==> config.mk <==
export PLATFORM = sky130hd
export DESIGN_NAME = debounced_pio_irq_flat
export DESIGN_NICKNAME = d
export VERILOG_FILES = /design/src/rtl/pio_pkg.sv /design/src/rtl/debounced_pio_irq_if.sv /design/src/rtl/pio_debounce.sv /design/src/rtl/debounced_pio_irq.sv /design/src/flat_wrapper.sv
export SDC_FILE = /design/constraint.sdc
export NUM_CORES = 1
export LEC_CHECK = 0
export ABC_AREA = 1
export CELL_PAD_IN_SITES_DETAIL_PLACEMENT = 1
export CELL_PAD_IN_SITES_GLOBAL_PLACEMENT = 2
export CORE_MARGIN = 3
export CORE_UTILIZATION = 19
export CTS_CLUSTER_DIAMETER = 150
export DETAILED_ROUTE_END_ITERATION = 7
export GPL_TIMING_DRIVEN = 1
export HOLD_SLACK_MARGIN = 0.12
export PLACE_DENSITY_LB_ADDON = 0.1
export SLEW_MARGIN = 20
export SYNTH_ARGS = -nofsm -noshare
export SYNTH_HDL_FRONTEND = slang
export SYNTH_SLANG_ARGS = --single-unit
==> constraint.sdc <==
create_clock -name clk -period 0.9 [get_ports clk]
set_input_delay 0.135 -clock clk [delete_from_list [all_inputs] [get_ports clk]]
set_output_delay 0.135 -clock clk [all_outputs]
set_load 0.005 [all_outputs]
==> src/rtl/pio_pkg.sv <==
// Shared register map and edge-mode encodings for the debounced PIO block.
package pio_pkg;

  localparam logic [1:0] ADDR_IN_DATA      = 2'd0;
  localparam logic [1:0] ADDR_OUT_DATA     = 2'd1;
  localparam logic [1:0] ADDR_IRQ_MASK     = 2'd2;
  localparam logic [1:0] ADDR_EDGE_CAPTURE = 2'd3;

  typedef enum int {
    EDGE_RISING  = 0,
    EDGE_FALLING = 1,
    EDGE_ANY     = 2
  } edge_type_e;

  // True when the transition prev -> cur is one the selected edge mode captures.
  function automatic logic edge_hit(input int edge_type, input logic prev, input logic cur);
    case (edge_type)
      EDGE_RISING:  return cur & ~prev;
      EDGE_FALLING: return ~cur & prev;
      default:      return cur ^ prev;
    endcase
  endfunction

endpackage

==> src/rtl/debounced_pio_irq_if.sv <==
// Avalon-MM register bus of the debounced PIO block; the host is the master,
// the PIO block is the slave and returns readdata one cycle after a read.
interface debounced_pio_irq_if;
  logic [1:0]  address;
  logic        read;
  logic        write;
  logic [31:0] writedata;
  logic [31:0] readdata;

  modport master (output address, read, write, writedata, input readdata);
  modport slave  (input address, read, write, writedata, output readdata);
endinterface

==> src/rtl/pio_debounce.sv <==
// One input channel: two-flop synchronizer followed by an optional stable-count
// debounce filter, compiled in only when PIO_DEBOUNCE_EN is defined.
module pio_debounce #(
  parameter int DEB_CYCLES = 50000
) (
  input  logic clk,
  input  logic reset_n,
  input  logic din,
  output logic dout
);

  logic sync1, sync2;

  always_ff @(posedge clk or negedge reset_n) begin
    if (!reset_n) begin
      sync1 <= 1'b0;
      sync2 <= 1'b0;
    end else begin
      sync1 <= din;
      sync2 <= sync1;
    end
  end

`ifdef PIO_DEBOUNCE_EN
  localparam int CW = $clog2(DEB_CYCLES + 1);

  logic [CW-1:0] cnt;
  logic          deb;

  // The count tracks how long sync2 has disagreed with deb; any agreeing cycle restarts it.
  always_ff @(posedge clk or negedge reset_n) begin
    if (!reset_n) begin
      cnt <= '0;
      deb <= 1'b0;
    end else if (sync2 == deb) begin
      cnt <= '0;
    end else if (cnt == CW'(DEB_CYCLES - 1)) begin
      deb <= sync2;
      cnt <= '0;
    end else begin
      cnt <= cnt + 1'b1;
    end
  end

  assign dout = deb;
`else
  // Without filtering the window length has no effect.
  localparam int unused_deb_cycles = DEB_CYCLES;

  assign dout = sync2;
`endif

endmodule

==> src/rtl/debounced_pio_irq.sv <==
// Avalon-MM PIO with debounced inputs, edge capture and a masked level interrupt.
// Define PIO_DEBOUNCE_EN to enable the per-channel debounce counters.
module debounced_pio_irq
  import pio_pkg::*;
#(
  parameter int N_IN       = 2,
  parameter int N_OUT      = 8,
  parameter int DEB_CYCLES = 50000,
  parameter int EDGE_TYPE  = 0
) (
  input  logic               clk,
  input  logic               reset_n,
  debounced_pio_irq_if.slave bus,
  input  logic [N_IN-1:0]    pio_in,
  output logic [N_OUT-1:0]   pio_out,
  output logic               irq
);

  logic [N_IN-1:0] deb;
  logic [N_IN-1:0] deb_q;
  logic [N_IN-1:0] edges;
  logic [N_IN-1:0] edge_cap;
  logic [N_IN-1:0] irq_mask;
  logic [N_IN-1:0] clr_mask;
  logic [31:0]     rd_mux;
  logic            wr_out;
  logic            wr_mask;
  logic            unused_wdata;

  for (genvar i = 0; i < N_IN; i++) begin : g_chan
    pio_debounce #(
      .DEB_CYCLES(DEB_CYCLES)
    ) u_deb (
      .clk    (clk),
      .reset_n(reset_n),
      .din    (pio_in[i]),
      .dout   (deb[i])
    );
  end

  assign wr_out   = bus.write && (bus.address == ADDR_OUT_DATA);
  assign wr_mask  = bus.write && (bus.address == ADDR_IRQ_MASK);
  assign clr_mask = (bus.write && (bus.address == ADDR_EDGE_CAPTURE)) ?
                    bus.writedata[N_IN-1:0] : '0;

  // Write-data bits above each register's width are dropped on purpose.
  assign unused_wdata = ^bus.writedata;

  always_comb begin
    edges = '0;
    for (int i = 0; i < N_IN; i++) begin
      edges[i] = edge_hit(EDGE_TYPE, deb_q[i], deb[i]);
    end
  end

  always_comb begin
    rd_mux = '0;
    case (bus.address)
      ADDR_IN_DATA:  rd_mux = 32'(deb);
      ADDR_OUT_DATA: rd_mux = 32'(pio_out);
      ADDR_IRQ_MASK: rd_mux = 32'(irq_mask);
      default:       rd_mux = 32'(edge_cap);
    endcase
  end

  // A new edge outranks a simultaneous write-1-to-clear of the same bit.
  always_ff @(posedge clk or negedge reset_n) begin
    if (!reset_n) begin
      deb_q    <= '0;
      edge_cap <= '0;
      irq      <= 1'b0;
    end else begin
      deb_q    <= deb;
      edge_cap <= (edge_cap & ~clr_mask) | edges;
      irq      <= |(edge_cap & irq_mask);
    end
  end

  always_ff @(posedge clk or negedge reset_n) begin
    if (!reset_n) begin
      pio_out  <= '0;
      irq_mask <= '0;
    end else begin
      if (wr_out) begin
        pio_out <= bus.writedata[N_OUT-1:0];
      end
      if (wr_mask) begin
        irq_mask <= bus.writedata[N_IN-1:0];
      end
    end
  end

  always_ff @(posedge clk or negedge reset_n) begin
    if (!reset_n) begin
      bus.readdata <= '0;
    end else if (bus.read) begin
      bus.readdata <= rd_mux;
    end
  end

endmodule
==> src/flat_wrapper.sv <==
// flat-port wrapper written by rule: the top's interface ports become plain ports
module debounced_pio_irq_flat import pio_pkg::*;
#(
  parameter int N_IN       = 2,
  parameter int N_OUT      = 8,
  parameter int DEB_CYCLES = 50000,
  parameter int EDGE_TYPE  = 0
)
  (clk, reset_n, pio_in, pio_out, irq, bus_address, bus_read, bus_write, bus_writedata, bus_readdata);
  debounced_pio_irq_if bus_i ();
  input  logic clk;
  input  logic reset_n;
  input  logic [N_IN-1:0] pio_in;
  output logic [N_OUT-1:0] pio_out;
  output logic irq;
  input wire logic [$bits(bus_i.address)-1:0] bus_address;
  input wire logic [$bits(bus_i.read)-1:0] bus_read;
  input wire logic [$bits(bus_i.write)-1:0] bus_write;
  input wire logic [$bits(bus_i.writedata)-1:0] bus_writedata;
  output wire logic [$bits(bus_i.readdata)-1:0] bus_readdata;
  assign bus_i.address = bus_address;
  assign bus_i.read = bus_read;
  assign bus_i.write = bus_write;
  assign bus_i.writedata = bus_writedata;
  assign bus_readdata = bus_i.readdata;
  debounced_pio_irq #(.N_IN(N_IN), .N_OUT(N_OUT), .DEB_CYCLES(DEB_CYCLES), .EDGE_TYPE(EDGE_TYPE)) u_core (.clk(clk), .reset_n(reset_n), .bus(bus_i), .pio_in(pio_in), .pio_out(pio_out), .irq(irq));
endmodule
Word level (Yosys, flattened, before mapping)
Cells that the tools add are included.
Widths: inputs -> output; s select.
{"block": "classes", "n_addsub": 0, "multipliers": 0, "n_div": 0, "n_lt_le_gt_ge": 0, "n_eq_ne": 3, "n_shift": 0, "mux": 2, "bitwise_logic": 8, "n_reduce_logical": 5}
{"cell": "$pmux 8 s3", "n": 1}
{"cell": "$and 2x2->2", "n": 2}
{"cell": "$eq 2x2->1 const B", "n": 2}
{"cell": "$logic_and 1x1->1", "n": 3}
{"cell": "$and 1x1->1", "n": 2}
{"cell": "$eq 2x1->1 const B", "n": 1}
{"cell": "$logic_not 2->1", "n": 1}
{"cell": "$mux 2", "n": 1}
{"cell": "$not 1->1", "n": 2}
{"cell": "$not 2->2", "n": 1}
{"cell": "$or 2x2->2", "n": 1}
{"cell": "$reduce_or 2->1", "n": 1}
{"block": "totals", "reg_bits": 51, "latchBits": 0, "ram_bits": 0, "romBits": 0, "word_cells": 28, "mem_count": 0}

Logic depth before layout (Yosys ltp)
Gate-level depths: netlist of the first run.
{"block": "logic_depth", "word_depth": 6, "ltp_mapped": 6, "depth_no_buf": 5}

Cells and area by module
A second synthesis of the first run with hierarchy kept.
{"block": "hier_totals", "hier_cells": 135, "hier_area_um2": 1234.9}
{"mod": "debounced_pio_irq", "n_inst": 1, "cells_per_inst": 131, "area_each_um2": 1134.8, "seq_area_each_um2": 575.6}
{"mod": "pio_debounce", "n_inst": 2, "cells_per_inst": 2, "area_each_um2": 50.0, "seq_area_each_um2": 50.0}

Worst setup path after synthesis of the first run
No wires, ideal clock.
{"block": "synth_timing", "path_kind": "flip-flop to flip-flop", "startpoint": "reg u_core.irq_mask[0]", "endpoint": "reg u_core.bus.readdata[0]", "setup_time_ps": 116, "arrival_ps": 659, "path_slack_ps": 124, "stages_incl_launch_ff": 5, "path_buffers": 0, "synth_period_minus_slack_ps": 776, "path_cell_list": "dfrtp_1 -> o21ai_0 -> nand3_1 -> nand2_1 -> nand2_1"}
{"block": "synth_via", "elab_chain_cells": 1}
{"item": "start, declared", "line_no": "debounced_pio_irq.sv:23", "rtl": "logic [N_IN-1:0] irq_mask;"}
{"item": "start signal, assigned", "line_no": "debounced_pio_irq.sv:88", "rtl": "irq_mask <= bus.writedata[N_IN-1:0];"}
{"item": "$pmux 8 s3", "line_no": "debounced_pio_irq.sv:58", "rtl": "case (bus.address)"}
{"item": "end signal, assigned", "line_no": "debounced_pio_irq.sv:97", "rtl": "bus.readdata <= rd_mux;"}
{"item": "end, declared", "line_no": "debounced_pio_irq_if.sv:11", "rtl": "modport slave (input address, read, write, writedata, output readdata);"}
Every way passes these cells.
A chain may end at the register's enable or synchronous reset.

Worst setup path in the final report of the first run
{"block": "layout_timing", "startpoint": "reg u_core.pio_out[1]", "endpoint": "out pio_out[1]"}
{"item": "start, declared", "line_no": "debounced_pio_irq.sv:15", "rtl": "output logic [N_OUT-1:0] pio_out,"}
{"item": "start signal, assigned", "line_no": "debounced_pio_irq.sv:85", "rtl": "pio_out <= bus.writedata[N_OUT-1:0];"}
{"item": "end, declared", "line_no": "flat_wrapper.sv:14", "rtl": "output logic [N_OUT-1:0] pio_out;"}
No word-level cell between the ends.

==> out/summary.log, run 1 <==
qor: synthesis.post_synth_xor_area_fraction 0%
qor: synthesis.combinational_family_with_the_most_area_after_synthesis simple AND/OR/NAND/NOR gates
qor: power.power_per_cell_area 1590 nW/um^2
qor: worst_setup_path.worst_setup_path_end_kind output port
qor: detailed_routing.postRouteAntennaNets 0
qor: synthesis.synth_simple_gate_area_share 21.4%
qor: power.pwr-share-seq 51.7%
qor: power.power.ir.vdd_worst 0.512 mV
qor: cells_and_area.area_of_combinational_cells_with_multiple_inputs 423 sq um
qor: clock_tree.clock_tree.buffer_depth 2
qor: worst_setup_path.r2r.worst_path.cells 5
qor: placed_design.gp_congestion 0.720
qor: worst_setup_path.critical-path-slowest-cell sky130_fd_sc_hd__dfrtp_1
qor: die.core.rowCount 28
qor: worst_setup_path.critical_path_required 760 ps
qor: worst_setup_path.worst_r2r_startpoint u_core.pio_out[1]
qor: synthesis.yosys_warnings 0
qor: clock_tree.cts_made_buffers 3
qor: cells_and_area.antenna-diode-count 0
qor: job.max_cap_viol_count 0
qor: cells_and_area.area_delta_synth_final 39.0%
qor: placed_design.place.port_buffers 32
qor: die.die_y 86.8 um
qor: synthesis.synth_compound_area_share 5.04%
qor: clock_tree.clk-insertion-delay-late 270 ps
qor: timing.layout_min_cycle_time 938 ps
qor: global_route.grt_first_pass_wirelength 5260 um
qor: synthesis.synth_fa_ha_area_share 0%
qor: global_route.track_usage 8.90%
qor: detailed_routing.dr_total_vias 1,010
qor: timing.period_utilisation_layout 104%
qor: cells_and_area.n_fill_cell 728
qor: hold_path.timing.hold.worst.class input pin to async pin
qor: worst_setup_path.r2r_setup_slack 10 ps
qor: synthesis.postSynthAreaPerCell 9.19 sq um
qor: synthesis.synth.cell_area 1240 sq um
qor: global_route.grt_pass1_vias 1,042
qor: synthesis.synthCells 135
qor: detailed_routing.route.detailed.vias_per_inst 3.74
qor: worst_setup_path.buffering_stage_count_on_the_worst_path_with_inverters_included 1
qor: detailed_routing.drt-initial-drc-count 25
qor: worst_setup_path.worst_ep_arrival_time 800 ps
qor: synthesis.synth_seq_cells 27
qor: cells_and_area.post_route_cells_drive_above_1_share 27.2%
qor: clock_tree.clkSinkCount 27
qor: power.power.switching 731 uW
qor: die.floorplan.initialDensity 20.2%
qor: clock_tree.clk_root_buffer_cell sky130_fd_sc_hd__clkbuf_8
qor: timing.finalMaxSlewViolations 0
qor: detailed_routing.drc_violations_left 0
qor: power.power.leakage 0.939 nW
qor: power.power.total 2.74 mW
qor: synthesis.yosysSeqAreaShare 54.4%
qor: global_route.grt.overflow.total 0
qor: detailed_routing.first_pass_iteration_count_of_the_detailed_router 4
qor: power.internal-power 2.01 mW
qor: timing.setup_slack_of_the_critical_path_after_layout -37.6 ps
qor: clock_tree.cts_hold_buf 0
qor: worst_setup_path.startpoint_class_of_the_critical_path flop
qor: timing.rsz0062_at_grt yes
qor: cells_and_area.ff_latch_area 676 sq um
qor: worst_setup_path.critical_path_s_top_delay_family flip-flops
qor: global_route.grt_antenna_before_repair 0
qor: die.ios 81
qor: timing.clock-skew-final 3.65 ps
qor: worst_setup_path.worst_path_largest_cell_delay 400 ps
qor: cells_and_area.nNetsFinal 236
qor: power.clock_power_share 24.9%
qor: synthesis.synth.lib_cells_used.distinct 16
qor: die.floorplan.die_area 7540 sq um
qor: timing.hold_viol 0
qor: power.power.switching_fraction 26.7%
qor: placed_design.hpwl 2520 um
qor: worst_setup_path.cell_chain_of_the_critical_path buf_2
qor: status.violations setup timing
qor: timing.timing.fmax 1070 MHz
qor: worst_setup_path.path_max_fanout 2
qor: timing.whs 221 ps
qor: die.core-area 6130 sq um
qor: worst_setup_path.r2r-end u_core.bus.readdata[1]
qor: timing.setup_violations 16
qor: clock_tree.clock_slew_at_reported_path_ffs 90 ps
qor: power.comb_power_share 23.4%
qor: status.run_status finished with violations
qor: placed_design.place_worst_setup_slack -460 ps
qor: clock_tree.htree_levels 1
qor: detailed_routing.wl_per_cell 11.7 um
qor: timing.total_negative_slack -289 ps
qor: worst_setup_path.worstSetupPathType flop to output port
qor: global_route.grt_start_max_net_pins 28
qor: synthesis.yosys-mux-area-fraction 0%
qor: detailed_routing.finalWirelength 3160 um
qor: die.fp.dieW 86.8 um
qor: clock_tree.cts_tree yes
-- registers in the layout, summed over array words and instances (netlist names) --
signal	cells
u_core.bus.readdata	8
u_core.deb_q	2
u_core.edge_cap	2
u_core.irq	1
u_core.g_chan.u_deb.sync1	2
u_core.pio_out	8
u_core.g_chan.u_deb.dout	2
u_core.irq_mask	2
-- synth_stat cells --
library cell	n	area (sq um)
sky130_fd_sc_hd__buf_2	1	5.00
sky130_fd_sc_hd__inv_1	5	18.8
sky130_fd_sc_hd__nand2_1	37	139
sky130_fd_sc_hd__buf_4	24	180
sky130_fd_sc_hd__nand2_2	1	6.26
sky130_fd_sc_hd__conb_1	1	3.75
sky130_fd_sc_hd__o21ai_1	1	5.00
sky130_fd_sc_hd__buf_6	2	22.5
sky130_fd_sc_hd__o21ai_0	8	40.0
sky130_fd_sc_hd__nor2_4	1	11.3
sky130_fd_sc_hd__dfrtp_1	27	676
sky130_fd_sc_hd__a22o_1	1	8.76
sky130_fd_sc_hd__o21ai_2	1	8.76
sky130_fd_sc_hd__inv_2	2	7.51
sky130_fd_sc_hd__nand3_1	18	90.1
sky130_fd_sc_hd__nor2_1	5	18.8
-- metrics by stage --
step	instance area, sq um	instances	utilization [%]
after floorplan	1330	158	-
after global placement	1710	260	27.9
after detailed placement	1710	260	27.9
after CTS	1720	269	28.0
after global routing	1730	270	28.1
final	1730	270	28.1
-- cell type report --
cell class	instances	share of cell area (%)
Sequential cell	27	39.2
Timing Repair Buffer	60	26.8
Multi-Input combinational cell	97	24.5
Tap cell	75	5.44
Clock buffer	4	2.61
Inverter	7	1.52
-- repair_timing --
item | 4_1_cts | 5_1_grt
gates resized for setup | 74 | 1
buffers inserted | 5 | 1
endpoints found under the setup margin | 37 | 19
gates cloned | 0 | 0
-- kinds of logic after synthesis --
logic type      Yosys count
flops                    27
buf+inv                  34
simple gates             62
compound gates           11
other cells               1
-- metal layers --
layer | vias up | share of wire (%) | global-route usage, %
met2 | 35 | 48 | 14.1
met4 | 0 | 1.1 | 4.25
li1 | 499 | - | -
met5 | - | 0 | 0
met3 | 2 | 5.5 | 1.24
met1 | 474 | 45 | 11.9
-- worst max-delay path by stage --
stage                            start                      to  slack (ps)  depth (start not counted)
global route         u_core.pio_out[1]  u_core.bus.readdata[1]         -80                          5
finish               u_core.pio_out[1]              pio_out[1]         -40                          1
global placement        bus_address[1]  u_core.bus.readdata[1]        -440                          7
floorplan           u_core.irq_mask[0]  u_core.bus.readdata[0]         120                          4
CTS                  u_core.pio_out[1]              pio_out[1]         -60                          1
detailed placement      bus_address[1]  u_core.bus.readdata[1]        -460                          7
-- cells in the final DEF (no fill, tap or decap), drive strengths merged, types with 3 or more instances in the layout --
cell | netlist | layout
clkdlybuf4s50 | 0 | 12
nand2 | 38 | 38
buf | 27 | 45
o21ai | 10 | 10
conb | 1 | 24
inv | 7 | 7
dlygate4sd2 | 0 | 3
clkbuf | 0 | 4
nand3 | 18 | 18
nor2 | 6 | 6
dfrtp | 27 | 27
-- power by group through the flow --
stage,Clock [mW],Combinational (mW),Sequential (mW)
after global routing,0.791,0.730,1.43
after CTS,0.724,0.652,1.42
after global placement,0,0.705,1.45
final,0.682,0.642,1.42
after detailed placement,0,0.709,1.45
after floorplan,0,0.262,1.45
Note: power is estimated with default switching activity, not from simulation.
==> inputs of run 2 (changes only) <==
Settings changed: CAP_MARGIN set to 0, MAX_ROUTING_LAYER set to met4.
==> out/summary.log, run 2 (same netlist as run 1, synthesis figures left out) <==
qor: status.run_status finished with violations [unchanged]
qor: status.violations setup timing [unchanged]
qor: timing.rsz0062_at_grt yes [unchanged]
qor: global_route.met1_usage 11.9% [unchanged]
qor: timing.setup_violations 16 [unchanged]
qor: clock_tree.htree_levels 1 [unchanged]
qor: die.core-area 6130 sq um [unchanged]
qor: die.floorplan.die_area 7540 sq um [unchanged]
qor: worst_setup_path.r2r-end u_core.bus.readdata[1] [unchanged]
qor: cells_and_area.post_route_cells_drive_above_1_share 27.2% [unchanged]
qor: timing.layout_min_cycle_time 938 ps [about the same]
qor: global_route.grt_antenna_before_repair 0 [unchanged]
qor: die.floorplan.initialDensity 20.2% [unchanged]
qor: placed_design.place_worst_setup_slack -460 ps [unchanged]
qor: worst_setup_path.buffering_stage_count_on_the_worst_path_with_inverters_included 1 [unchanged]
qor: detailed_routing.drc_violations_left 0 [unchanged]
qor: worst_setup_path.worst_path_largest_cell_delay 400 ps [about the same]
qor: placed_design.place.port_buffers 32 [unchanged]
qor: cells_and_area.layout.cells.most_common_list sky130_fd_sc_hd__nand2_1, sky130_fd_sc_hd__dfrtp_1, sky130_fd_sc_hd__buf_4 [unchanged]
qor: global_route.gr-usage-met3 1.24% [unchanged]
qor: die.fp.dieW 86.8 um [unchanged]
qor: cells_and_area.mostFrequentLayoutCell sky130_fd_sc_hd__nand2_1 [unchanged]
qor: power.power.total 2.74 mW [about the same]
qor: timing.setup_slack_of_the_critical_path_after_layout -37.8 ps [was -37.6 ps]
qor: detailed_routing.finalWirelength 3160 um [about the same]
qor: worst_setup_path.path_max_fanout 2 [unchanged]
qor: clock_tree.cts_made_buffers 3 [unchanged]
qor: cells_and_area.n_fill_cell 728 [unchanged]
qor: global_route.grt_pass1_vias 1,044 [was 1,042]
qor: cells_and_area.antenna-diode-count 0 [unchanged]
qor: cells_and_area.nNetsFinal 236 [unchanged]
qor: global_route.grt.overflow.total 0 [unchanged]
qor: worst_setup_path.worst_ep_arrival_time 800 ps [about the same]
qor: die.die_y 86.8 um [unchanged]
qor: cells_and_area.layout.cells.non_filler 270 [unchanged]
qor: timing.clock-skew-final 3.66 ps [was 3.65 ps]
qor: detailed_routing.wl_per_cell 11.7 um [about the same]
qor: clock_tree.clock_tree.buffer_depth 2 [unchanged]
qor: clock_tree.clock_slew_at_reported_path_ffs 90 ps [about the same]
qor: cells_and_area.biggestRegsByFlops u_core.bus.readdata (8), u_core.pio_out (8) [unchanged]
qor: power.power_per_cell_area 1590 nW/um^2 [about the same]
qor: worst_setup_path.critical_path_required 760 ps [about the same]
qor: worst_setup_path.worstSetupPathType flop to output port [unchanged]
qor: clock_tree.cts_hold_buf 0 [unchanged]
qor: die.ios 81 [unchanged]
qor: worst_setup_path.worst_setup_path_end_kind output port [unchanged]
qor: power.power.ir.vdd_worst 0.512 mV [about the same]
qor: timing.timing.fmax 1070 MHz [about the same]
qor: cells_and_area.area_delta_synth_final 39.0% [unchanged]
qor: worst_setup_path.critical-path-slowest-cell sky130_fd_sc_hd__dfrtp_1 [unchanged]
qor: cells_and_area.final_core_util 28.1% [unchanged]
qor: clock_tree.clk-insertion-delay-late 270 ps [about the same]
qor: worst_setup_path.r2r_setup_slack 10 ps [about the same]
qor: worst_setup_path.cell_chain_of_the_critical_path buf_2 [unchanged]
qor: cells_and_area.ff_latch_area 676 sq um [unchanged]
qor: global_route.busiest_layer met2 [unchanged]
qor: timing.finalMaxSlewViolations 0 [unchanged]
qor: cells_and_area.area_of_combinational_cells_with_multiple_inputs 423 sq um [unchanged]
qor: placed_design.number_of_cells_in_the_design_after_placement 260 [unchanged]
qor: global_route.grt_first_pass_wirelength 5260 um [unchanged]
qor: job.max_cap_viol_count 0 [unchanged]
qor: clock_tree.cts_tree yes [unchanged]
qor: clock_tree.clk_root_buffer_cell sky130_fd_sc_hd__clkbuf_8 [unchanged]
qor: placed_design.hpwl 2520 um [unchanged]
qor: global_route.grt_start_max_net_pins 28 [unchanged]
qor: timing.total_negative_slack -288 ps [was -289 ps]
qor: timing.period_utilisation_layout 104% [about the same]
qor: detailed_routing.drt-initial-drc-count 25 [unchanged]
qor: die.core.rowCount 28 [unchanged]
qor: hold_path.timing.hold.worst.class input pin to async pin [unchanged]
qor: clock_tree.clkSinkCount 27 [unchanged]
qor: power.power.leakage 0.939 nW [unchanged]
qor: detailed_routing.dr_total_vias 1,010 [unchanged]
qor: worst_setup_path.r2r.worst_path.cells 5 [unchanged]
qor: worst_setup_path.worst_r2r_startpoint u_core.pio_out[1] [unchanged]
qor: global_route.grt_util_met2 14.1% [unchanged]
qor: worst_setup_path.startpoint_class_of_the_critical_path flop [unchanged]
qor: placed_design.gp_congestion 0.728 [was 0.720]
qor: timing.hold_viol 0 [unchanged]
qor: worst_setup_path.critical_path_s_top_delay_family flip-flops [unchanged]
qor: detailed_routing.route.detailed.vias_per_inst 3.74 [unchanged]
qor: detailed_routing.postRouteAntennaNets 0 [unchanged]
qor: detailed_routing.first_pass_iteration_count_of_the_detailed_router 4 [unchanged]
qor: global_route.track_usage 9.16% [was 8.90%]
==> run 2: cell counts in the layout (fill, tap and decap cells not counted) <==
No cell type changed its count.
==> run 2: cell type report <==
| class | instances | share of cell area (%) |
|---|---|---|
| repair buffers | 60 | 26.8 |
| flip-flops and latches | 27 | 39.2 |
| well taps | 75 | 5.44 |
| inverters | 7 | 1.52 |
| clock buffers | 4 | 2.61 |
| multi-input cells | 97 | 24.5 |
==> run 2: worst max path at each step <==
stage                                  start  cells after the start                endpoint  slack (ps)
after CTS                  u_core.pio_out[1]                      1              pio_out[1]         -60
after global routing       u_core.pio_out[1]                      5  u_core.bus.readdata[1]         -80
after floorplan           u_core.irq_mask[0]                      4  u_core.bus.readdata[0]         120
final                      u_core.pio_out[1]                      1              pio_out[1]         -40
after global placement        bus_address[1]                      7  u_core.bus.readdata[1]        -440
after detailed placement      bus_address[1]                      7  u_core.bus.readdata[1]        -460
==> run 2: per-layer routing <==
layer | up-vias | wire, um
met5 | - | 0
met3 | 2 | 176
met1 | 474 | 1430
met4 | 0 | 41
li1 | 499 | -
met2 | 35 | 1510
==> run 2: report_power, final <==
| group | leakage [nW] | internal, mW | switching [mW] |
|---|---|---|---|
| sequential | 0.333 | 1.35 | 0.0716 |
| combinational | 0.584 | 0.347 | 0.295 |
| clock | 0.0228 | 0.317 | 0.365 |
==> run 2: through the flow <==
| stage | cell area, sq um | hold WS [ps] |
|---|---|---|
| CTS | 1720 | 222 |
| detailed placement | 1710 | 338 |
| finish | 1730 | 221 |
| global route | 1730 | 219 |
| global placement | 1710 | 336 |
| floorplan | 1330 | -161 |
==> run 2: timing repair <==
| action | in CTS | in global routing |
|---|---|---|
| endpoints found under the setup margin | 37 | 19 |
| gates resized for setup | 74 | 1 |
| setup buffers | 5 | 1 |
| gates cloned | 0 | 0 |
==> inputs of run 3 (changes only) <==
Settings changed: TNS_END_PERCENT set to 1.
==> out/summary.log, run 3 (same netlist as run 1, synthesis figures left out) <==
qor: status.run_status finished with violations [unchanged]
qor: status.violations setup timing [unchanged]
qor: power.power_per_cell_area 1590 nW/um^2 [about the same]
qor: cells_and_area.antenna-diode-count 0 [unchanged]
qor: placed_design.place_worst_setup_slack -460 ps [unchanged]
qor: worst_setup_path.cell_chain_of_the_critical_path buf_2 [unchanged]
qor: detailed_routing.first_pass_iteration_count_of_the_detailed_router 4 [unchanged]
qor: die.core-area 6130 sq um [unchanged]
qor: worst_setup_path.r2r_setup_slack 10 ps [about the same]
qor: clock_tree.htree_levels 1 [unchanged]
qor: cells_and_area.area_delta_synth_final 38.4% [was 39.0%]
qor: clock_tree.clkSinkCount 27 [unchanged]
qor: clock_tree.cts_made_buffers 3 [unchanged]
qor: worst_setup_path.path_max_fanout 2 [unchanged]
qor: worst_setup_path.worst_setup_path_end_kind output port [unchanged]
qor: cells_and_area.area_of_combinational_cells_with_multiple_inputs 423 sq um [unchanged]
qor: timing.hold_viol 0 [unchanged]
qor: placed_design.number_of_cells_in_the_design_after_placement 260 [unchanged]
qor: detailed_routing.drc_violations_left 0 [unchanged]
qor: clock_tree.cts_tree yes [unchanged]
qor: worst_setup_path.critical_path_required 760 ps [about the same]
qor: worst_setup_path.worstSetupPathType flop to output port [unchanged]
qor: cells_and_area.final_core_util 28.0% [was 28.1%]
qor: placed_design.gp_congestion 0.728 [unchanged]
qor: clock_tree.clk-insertion-delay-late 270 ps [about the same]
qor: cells_and_area.layout.cells.most_common_list sky130_fd_sc_hd__nand2_1, sky130_fd_sc_hd__dfrtp_1, sky130_fd_sc_hd__conb_1, sky130_fd_sc_hd__buf_4, sky130_fd_sc_hd__nand3_1 [was sky130_fd_sc_hd__nand2_1, sky130_fd_sc_hd__dfrtp_1, sky130_fd_sc_hd__buf_4]
qor: worst_setup_path.r2r-end u_core.bus.readdata[1] [unchanged]
qor: worst_setup_path.r2r.worst_path.cells 5 [unchanged]
qor: cells_and_area.post_route_cells_drive_above_1_share 26.8% [was 27.2%]
qor: die.floorplan.initialDensity 20.2% [unchanged]
qor: timing.finalMaxSlewViolations 0 [unchanged]
qor: placed_design.place.port_buffers 32 [unchanged]
qor: detailed_routing.postRouteAntennaNets 0 [unchanged]
qor: clock_tree.cts_hold_buf 0 [unchanged]
qor: placed_design.dpl-instance-area 1710 sq um [unchanged]
qor: die.floorplan.die_area 7540 sq um [unchanged]
qor: job.max_cap_viol_count 0 [unchanged]
qor: cells_and_area.ff_latch_area 676 sq um [unchanged]
qor: global_route.grt.overflow.total 0 [unchanged]
qor: timing.period_utilisation_layout 104% [unchanged]
qor: timing.clock-skew-final 3.66 ps [unchanged]
qor: timing.setup_violations 16 [unchanged]
qor: power.power.leakage 0.934 nW [was 0.939 nW]
qor: worst_setup_path.critical_path_s_top_delay_family flip-flops [unchanged]
qor: worst_setup_path.critical-path-slowest-cell sky130_fd_sc_hd__dfrtp_1 [unchanged]
qor: die.die_y 86.8 um [unchanged]
qor: hold_path.timing.hold.worst.class input pin to async pin [unchanged]
qor: worst_setup_path.buffering_stage_count_on_the_worst_path_with_inverters_included 1 [unchanged]
qor: detailed_routing.route.detailed.vias_per_inst 3.74 [about the same]
qor: power.power.ir.vdd_worst 0.512 mV [about the same]
qor: cells_and_area.biggestRegsByFlops u_core.bus.readdata (8), u_core.pio_out (8) [unchanged]
qor: timing.whs 221 ps [unchanged]
qor: worst_setup_path.startpoint_class_of_the_critical_path flop [unchanged]
qor: timing.timing.fmax 1070 MHz [unchanged]
qor: clock_tree.clock_slew_at_reported_path_ffs 90 ps [about the same]
qor: detailed_routing.dr_total_vias 1,006 [was 1,010]
qor: worst_setup_path.worst_ep_arrival_time 800 ps [about the same]
qor: global_route.grt_antenna_before_repair 0 [unchanged]
qor: detailed_routing.finalWirelength 3150 um [was 3160 um]
qor: clock_tree.clk_root_buffer_cell sky130_fd_sc_hd__clkbuf_8 [unchanged]
qor: global_route.grt_first_pass_wirelength 5260 um [unchanged]
qor: die.fp.dieW 86.8 um [unchanged]
qor: cells_and_area.nNetsFinal 235 [was 236]
qor: cells_and_area.postLayoutCellArea 1720 sq um [was 1730 sq um]
qor: global_route.track_usage 9.16% [unchanged]
qor: cells_and_area.mostFrequentLayoutCell sky130_fd_sc_hd__nand2_1 [unchanged]
qor: cells_and_area.n_fill_cell 726 [was 728]
qor: global_route.grt_pass1_vias 1,044 [unchanged]
qor: cells_and_area.layout.cells.non_filler 269 [was 270]
qor: die.core.rowCount 28 [unchanged]
qor: timing.setup_slack_of_the_critical_path_after_layout -37.8 ps [unchanged]
qor: detailed_routing.wl_per_cell 11.7 um [about the same]
qor: timing.total_negative_slack -289 ps [was -288 ps]
qor: timing.layout_min_cycle_time 938 ps [unchanged]
qor: detailed_routing.drt-initial-drc-count 24 [was 25]
qor: timing.rsz0062_at_grt yes [unchanged]
qor: clock_tree.clock_tree.buffer_depth 2 [unchanged]
qor: power.power.total 2.74 mW [about the same]
qor: worst_setup_path.worst_r2r_startpoint u_core.pio_out[1] [unchanged]
qor: placed_design.hpwl 2520 um [unchanged]
qor: worst_setup_path.worst_path_largest_cell_delay 400 ps [about the same]
qor: die.ios 81 [unchanged]
qor: global_route.grt_start_max_net_pins 28 [unchanged]
-- run 3: worst max-delay path by stage --
stage                             startpoint                endpoint  depth (start not counted)  slack [ps]
after floorplan           u_core.irq_mask[0]  u_core.bus.readdata[0]                          4         120
final                      u_core.pio_out[1]              pio_out[1]                          1         -40
after global routing       u_core.pio_out[1]  u_core.bus.readdata[1]                          5         -80
after CTS                  u_core.pio_out[1]              pio_out[1]                          1         -60
after global placement        bus_address[1]  u_core.bus.readdata[1]                          7        -440
after detailed placement      bus_address[1]  u_core.bus.readdata[1]                          7        -460
-- run 3: what timing repair did --
| item | 4_1_cts | 5_1_grt |
|---|---|---|
| buffers inserted | 5 | 0 |
| gates cloned | 0 | 0 |
| gates resized for setup | 74 | 1 |
| setup endpoints to repair | 37 | 19 |
-- run 3: final cells by class --
class | instances | share of cell area (%)
clock buffers | 4 | 2.62
repair buffers | 59 | 26.4
multi-input cells | 97 | 24.6
inverters | 7 | 1.53
well taps | 75 | 5.46
flip-flops and latches | 27 | 39.3
-- run 3: where the power goes --
part	internal, mW	switching [mW]	total [mW]
Sequential	1.35	0.0716	1.42
Combinational	0.344	0.294	0.637
Clock	0.317	0.365	0.682
-- run 3: per-layer routing --
layer,wire length [um],share of wire [%],vias to the layer above,track usage [%]
li1,-,-,497,-
met1,1430,45,472,11.9
met2,1510,48,35,14.1
met3,176,5.6,2,1.24
met4,41,1.3,0,4.25
met5,0,0,-,-
